## src/rtl/uart_tx_arbiter.sv

```systemverilog
// uart_tx_arbiter: round-robin arbiter that feeds one UART transmitter from
// four byte requesters. Sequence per byte: IDLE (pick winner) -> ISSUE (one
// cycle start strobe + acceptance pulse) -> WAIT (hold byte until tx_done).
// Optional feature macro: UART_ARB_TIMEOUT_EN adds a WAIT watchdog that aborts
// the transfer after TIMEOUT_CYC cycles and pulses timeout_err.
module uart_tx_arbiter #(
    parameter int N_REQ       = 4,
    parameter int TIMEOUT_CYC = 200000
) (
    input  logic        clk,
    input  logic        reset,
    input  logic [3:0]  req_valid,
    input  logic [31:0] req_data,
    output logic [3:0]  req_ready,
    output logic        tx_start,
    output logic [7:0]  tx_data,
    input  logic        tx_done,
    output logic [1:0]  grant_id,
    output logic        busy,
    output logic        timeout_err
);

    typedef enum logic [1:0] {
        IDLE  = 2'd0,
        ISSUE = 2'd1,
        WAIT  = 2'd2
    } state_t;

    state_t      state_q, state_d;
    logic [1:0]  last_q, last_d;
    logic [1:0]  grant_q, grant_d;
    logic [7:0]  data_q, data_d;
    logic [3:0]  ready_q, ready_d;
    logic        start_q, start_d;

    // Configuration parameters are referenced here so the default build,
    // which has no watchdog, does not leave them dangling.
    logic unused_cfg;
    assign unused_cfg = (N_REQ == 0) ^ (TIMEOUT_CYC == 0);

`ifdef UART_ARB_TIMEOUT_EN
    localparam int CNT_W = $clog2(TIMEOUT_CYC + 1);
    logic [CNT_W-1:0] cnt_q, cnt_d;
    logic             terr_q, terr_d;
`endif

    // Per-requester byte lanes.
    logic [7:0] req_byte [4];
    genvar gi;
    generate
        for (gi = 0; gi < 4; gi++) begin : g_lane
            assign req_byte[gi] = req_data[8*gi +: 8];
        end
    endgenerate

    // Round-robin pick: scan last+4 (== last) down to last+1 so the closest
    // valid requester after the last winner overwrites the others.
    logic       win_found;
    logic [1:0] win_idx;
    always_comb begin
        win_found = 1'b0;
        win_idx   = last_q;
        for (int k = 4; k >= 1; k--) begin
            if (req_valid[2'(last_q + 2'(k))]) begin
                win_found = 1'b1;
                win_idx   = 2'(last_q + 2'(k));
            end
        end
    end

    // Next-state and registered-output decode.
    always_comb begin
        state_d = state_q;
        last_d  = last_q;
        grant_d = grant_q;
        data_d  = data_q;
        ready_d = 4'b0000;
        start_d = 1'b0;
`ifdef UART_ARB_TIMEOUT_EN
        cnt_d   = cnt_q;
        terr_d  = 1'b0;
`endif
        case (state_q)
            IDLE: begin
                if (win_found) begin
                    state_d = ISSUE;
                    grant_d = win_idx;
                    data_d  = req_byte[win_idx];
                    last_d  = win_idx;
                    start_d = 1'b1;
                    ready_d = 4'b0001 << win_idx;
                end
            end
            ISSUE: begin
                state_d = WAIT;
`ifdef UART_ARB_TIMEOUT_EN
                cnt_d   = '0;
`endif
            end
            WAIT: begin
                if (tx_done) begin
                    state_d = IDLE;
`ifdef UART_ARB_TIMEOUT_EN
                end else if (cnt_q == CNT_W'(TIMEOUT_CYC - 1)) begin
                    // This WAIT cycle brings the count to TIMEOUT_CYC.
                    state_d = IDLE;
                    terr_d  = 1'b1;
                end else begin
                    cnt_d   = cnt_q + 1'b1;
`endif
                end
            end
            default: state_d = IDLE;
        endcase
    end

    // State and output registers; reset overrides everything, tx_done included.
    always_ff @(posedge clk) begin
        if (reset) begin
            state_q <= IDLE;
            last_q  <= 2'd3;
            grant_q <= 2'd0;
            data_q  <= 8'h00;
            ready_q <= 4'b0000;
            start_q <= 1'b0;
`ifdef UART_ARB_TIMEOUT_EN
            cnt_q   <= '0;
            terr_q  <= 1'b0;
`endif
        end else begin
            state_q <= state_d;
            last_q  <= last_d;
            grant_q <= grant_d;
            data_q  <= data_d;
            ready_q <= ready_d;
            start_q <= start_d;
`ifdef UART_ARB_TIMEOUT_EN
            cnt_q   <= cnt_d;
            terr_q  <= terr_d;
`endif
        end
    end

    assign req_ready = ready_q;
    assign tx_start  = start_q;
    assign tx_data   = data_q;
    assign grant_id  = grant_q;
    assign busy      = (state_q != IDLE);
`ifdef UART_ARB_TIMEOUT_EN
    assign timeout_err = terr_q;
`else
    assign timeout_err = 1'b0;
`endif

endmodule

```

## config.mk

```make
export PLATFORM = sky130hd
export DESIGN_NAME = uart_tx_arbiter
export DESIGN_NICKNAME = d
export VERILOG_FILES = /design/src/rtl/uart_tx_arbiter.sv
export SDC_FILE = /design/constraint.sdc
export NUM_CORES = 1
export LEC_CHECK = 0
export BUFFER_PORTS_ARGS = -buffer_cell sky130_fd_sc_hd__buf_2
export CAP_MARGIN = 20
export CORE_UTILIZATION = 43
export DETAILED_ROUTE_END_ITERATION = 10
export PLACE_DENSITY_LB_ADDON = 0.15
export SLEW_MARGIN = 20
export SYNTH_ARGS = -nofsm -noshare
export SYNTH_HDL_FRONTEND = slang
export SYNTH_SLANG_ARGS = --single-unit
```

## constraint.sdc

```tcl
create_clock -name clk -period 2.3 [get_ports clk]
set_input_delay 0.23 -clock clk [delete_from_list [all_inputs] [get_ports clk]]
set_output_delay 0.23 -clock clk [all_outputs]
set_load 0.01 [all_outputs]
```

==> Word level (Yosys, flattened, before mapping) <==
Cells that the tools add are included.
{ "totals": {"memories": 0, "output_inout_bits": 17, "register_bits": 19, "latch_bits": 0, "romBits": 0, "elab_cells": 50, "ram_bits": 0} }
{ "op_classes": {"n_div": 0, "magnitude_cmp": 5, "multipliers": 0, "eq_ne": 4, "muxes": 22, "addsub": 3, "bitwise": 3, "n_reduce_logical": 6, "shifts": 1} }
{ "op_table": {"columns": ["cell", "n"], "rows": [
  ["$bmux W8 S2", 1],
  ["$mux W8", 2],
  ["$lt A2 B3 Y1 const B", 4],
  ["$mux W2", 5],
  ["$mux W1", 9],
  ["$bmux W1 S2", 4],
  ["$pmux W2 S3", 1],
  ["$add A2 B2 Y2 const B", 2],
  ["$ne A2 B2 Y1 const B", 2],
  ["$reduce_and A2 Y1", 2],
  ["$shl A1 B2 Y4 const A", 1],
  ["$ge A3 B3 Y1 const B", 1],
  ["$not A2 Y3", 1],
  ["$reduce_or A3 Y1", 1],
  ["$add A2 B1 Y2 const B", 1],
  ["$eq A2 B1 Y1 const B", 1],
  ["$eq A2 B2 Y1 const B", 1],
  ["$logic_not A2 Y1", 1],
  ["$not A1 Y1", 2],
  ["$reduce_bool A2 Y1", 1],
  ["$reduce_or A2 Y1", 1]
]} }

==> Depth between registers and ports, before layout <==
{ "logic_depth": {"word_depth": 10, "ltp_mapped": 7, "depth_no_buf": 5} }

==> Worst setup path after synthesis <==
Ideal clock, no wire load.
{ "synth_path": {"path_type": "flip-flop to flip-flop", "from": "reg last_q[1]", "to": "reg data_q[0] (netlist: tx_data[0])", "n_path_buf": 2, "period_less_slack_ps": 1701, "t_arrival_ps": 1566, "t_required_ps": 2165, "setup_slack_ps": 599, "stages_incl_launch_ff": 8, "path_cell_list": "dfxtp_1 -> buf_2 -> mux2i_1 -> nor2_2 -> nor3_4 -> buf_6 -> mux2i_1 -> o221ai_1"} }
{ "synth_via": {"elab_chain_len": 10, "elab_cells_between_ends": 23, "classes_between": "3 x add/sub; 18 x mux; 1 x bitwise; 1 x reduce/logical"} }
{ "synth_lines": {"columns": ["element", "line", "rtl"], "rows": [
  ["start: declaration", "30", "logic [1:0] last_q, last_d;"],
  ["start signal: assignment", "132", "last_q <= last_d;"],
  ["$add A2 B2 Y2", "64, 66", null],
  ["$bmux W1 S2", "64", "if (req_valid[2'(last_q + 2'(k))]) begin"],
  ["$mux W1 (not written as such)", "64", null],
  ["$mux W2 (3 in a row)", "64", null],
  ["$not A2 Y3 (not written as such)", "88", "data_d = req_byte[win_idx];"],
  ["$bmux W8 S2", "88", null],
  ["$mux W8 (not written as such) (2 in a row)", "88", null],
  ["end signal: assignment", "134", "data_q <= data_d;"],
  ["end: declaration", "32", "logic [7:0] data_q, data_d;"]
]} }
Several ways; a longest one is shown, not always the timed one. The select of a mux whose other input is x is not followed.
A chain may end at the register's enable or synchronous reset.

==> Final worst setup path <==
{ "layout_path": {"from": "reg last_q[1]", "to": "reg data_q[6] (netlist: tx_data[6])"} }
The elaborated chain is that of the path after synthesis.

==> results.txt <==
Static Leak - 0.647 nW
Number of max-cap violations - 0
Total die area - 2540 um^2
Sequential share of the synthesized area - 37.8%
YS warnings - 0
Final core utilization - 58.8%
Clock Latency Late Sink - 300 ps
Grt total ovfl - 0
Final slew viol count - 0
Final total power - 893 uW
Crit Reg-Reg Endpoint - tx_data[6]
Gpl congestion - 0.716
Initial drt markers - 18
Max VDD drop - 0.459 mV
Clock slew at reported path FFs - 110 ps
Clock root buffer master - clkbuf_4
Mapped Area - 1010 um^2
GRT Util Overall - 21.5%
Cts hold-fix bufs - 0
Net Count, Synth - 149
Worst R2R Path Depth - 6
Crit path launch type - flop
EDFF count, synth - 0
Number of routed nets with antenna violations - 0
Ports - 56
Die W - 50.4 um
CTS Buf Count - 3
Crit path DAT - 2000 ps
Syn avg cell area - 9.16 um^2
Most frequent cells after synthesis - dfxtp_1, mux2i_1, nor2_1
Post_cts resized - 0
CTS tree - done
Setup_tns - 0 ps
Worst r2r src - last_q[1]
Core Footprint - 2210 um^2
Ant diodes - 0
Vias in the first global route - 993
CP startpoint - last_q[1]
Max Clk Rate - 0.548 GHz
CP Capture Type - flop
DR pass1 iterations - 4
Vias/cell - 5.33
Mapped Cells - 110
Clk buf depth - 2
Area leader, netlist - dfxtp_1
Hold_sp - reset
Hold EP - grant_id[1]
Largest net degree at the start of global routing - 13
H-tree levels - 1
Yosys top cell area share - 37.8%
Met3 usage - 2.73%
Initial antenna violation count - 0
Clk_skew - 5.84 ps
Most frequent cell after synthesis - dfxtp_1
Top Usage Layer GRT - met2
Clk sinks - 19
Final Net Count - 203
Design area - 1300 um^2
I/O Buffers - 54
# setup viols final - 0
DRC errors left - 0
Final period util - 79.3%
RSZ-0062 raised after global routing - false
Hold crit path type - primary input to flop
Power Density - 687 nW/um^2
Ys flop type - dfxtp_1
Initial Util - 45.5%
Met1 Track Usage GR - 25.0%
Netlist cell types - 31
Final Hold Vio Count - 0
Top cells by area, synth - dfxtp_1, mux2i_1, a21o_1
Die Span Y - 50.4 um
Drt total wl - 2.51 mm
Reg-to-reg setup timing slack - 480 ps
WL per Instance - 13.1 um
Cell Area, Placed - 1270 um^2
Period minus WS final - 1820 ps
Row count - 17
HPWL after DPL - 1.97 mm
First-pass GRT wire length - 4.17 mm
#FFs+latches synth - 19
Outcome - finished, final reports clean
Layout cells sized above 1 - 39.3%
Area grow syn2layout - 29.1%
Post-CTS Repair Setup Buffers - 0
Crit path required time - 2480 ps
Worst Path Max Fanout - 9
Met2 global-route usage - 39.3%
FFs w/ async S/R, synth - 0%
Critical path class - flop to flop
Hold Path Depth - 2
DR vias - 1018
## registers in the layout, indices dropped and copies added (netlist names)
signal and flops:
grant_id 2, last_q 2, tx_start 1, state_q 2, tx_data 8, req_ready 4
## cell families after synthesis
| kind of cell | Yosys count | share of synthesized area [%] |
|---|---|---|
| AOI/OAI and AO/OA | 25 | 18.5 |
| muxes | 13 | 12.9 |
| and+or+nand+nor | 45 | 25.1 |
| other | 1 | 0.372 |
| DFF | 19 | 37.8 |
| buffers and inverters | 7 | 5.34 |
## critical path: stages, from the launching register on
cell and delay [ps]:
dfxtp_1 500, mux2i_1 310, nor2_2 150, nor3_4 190
buf_4 200, mux2i_1 220, o221ai_1 120
## report_power, final
part	total (mW)	switching [mW]	internal, mW
registers	0.410	0.0306	0.380
logic	0.314	0.167	0.146
clock network	0.169	0.102	0.0675
total	0.893	0.300	0.593
## worst max path at each step
stage,endpoint,cells past startpoint
3_5_place_dp,tx_data[6],6
3_3_place_gp,tx_data[7],6
4_1_cts,tx_data[6],6
5_1_grt,tx_data[6],6
2_1_floorplan,tx_data[0],7
6_report,tx_data[6],6
## cells in the final DEF, fill, tap and decap left out, types with 3 or more instances in the layout
master	synthesis	routed
buf_2	1	54
dfxtp_1	19	19
mux2i_1	13	13
nor2_1	10	10
nand2_1	9	9
a21o_1	7	7
nand3b_1	5	5
nand4_1	5	5
o31ai_1	5	5
o211ai_1	5	5
nand2b_1	3	3
nor4_1	3	3
o221ai_1	3	3
clkbuf_4	0	3
## area by class of cell
| class | instances | area [um^2] |
|---|---|---|
| clock buffers | 4 | 26.3 |
| multi-input cells | 84 | 573 |
| flip-flops and latches | 19 | 380 |
| well taps | 28 | 35.0 |
| fillers | 222 | 912 |
| repair buffers | 56 | 285 |
## routing by layer
layer  part of all wire [%]  vias up
met5                      0        -
met4                    1.2        0
met2                     50       36
li1                       -      514
met1                     43      464
met3                    5.1        4
## stage by stage
stage	setup WS, ps	hold WS (ps)	instances
2_1_floorplan	599	321	110
3_3_place_gp	542	454	187
3_5_place_dp	498	447	187
4_1_cts	467	215	191
5_1_grt	327	223	191
6_report	476	208	191
Power figures use the tool's default switching activity.
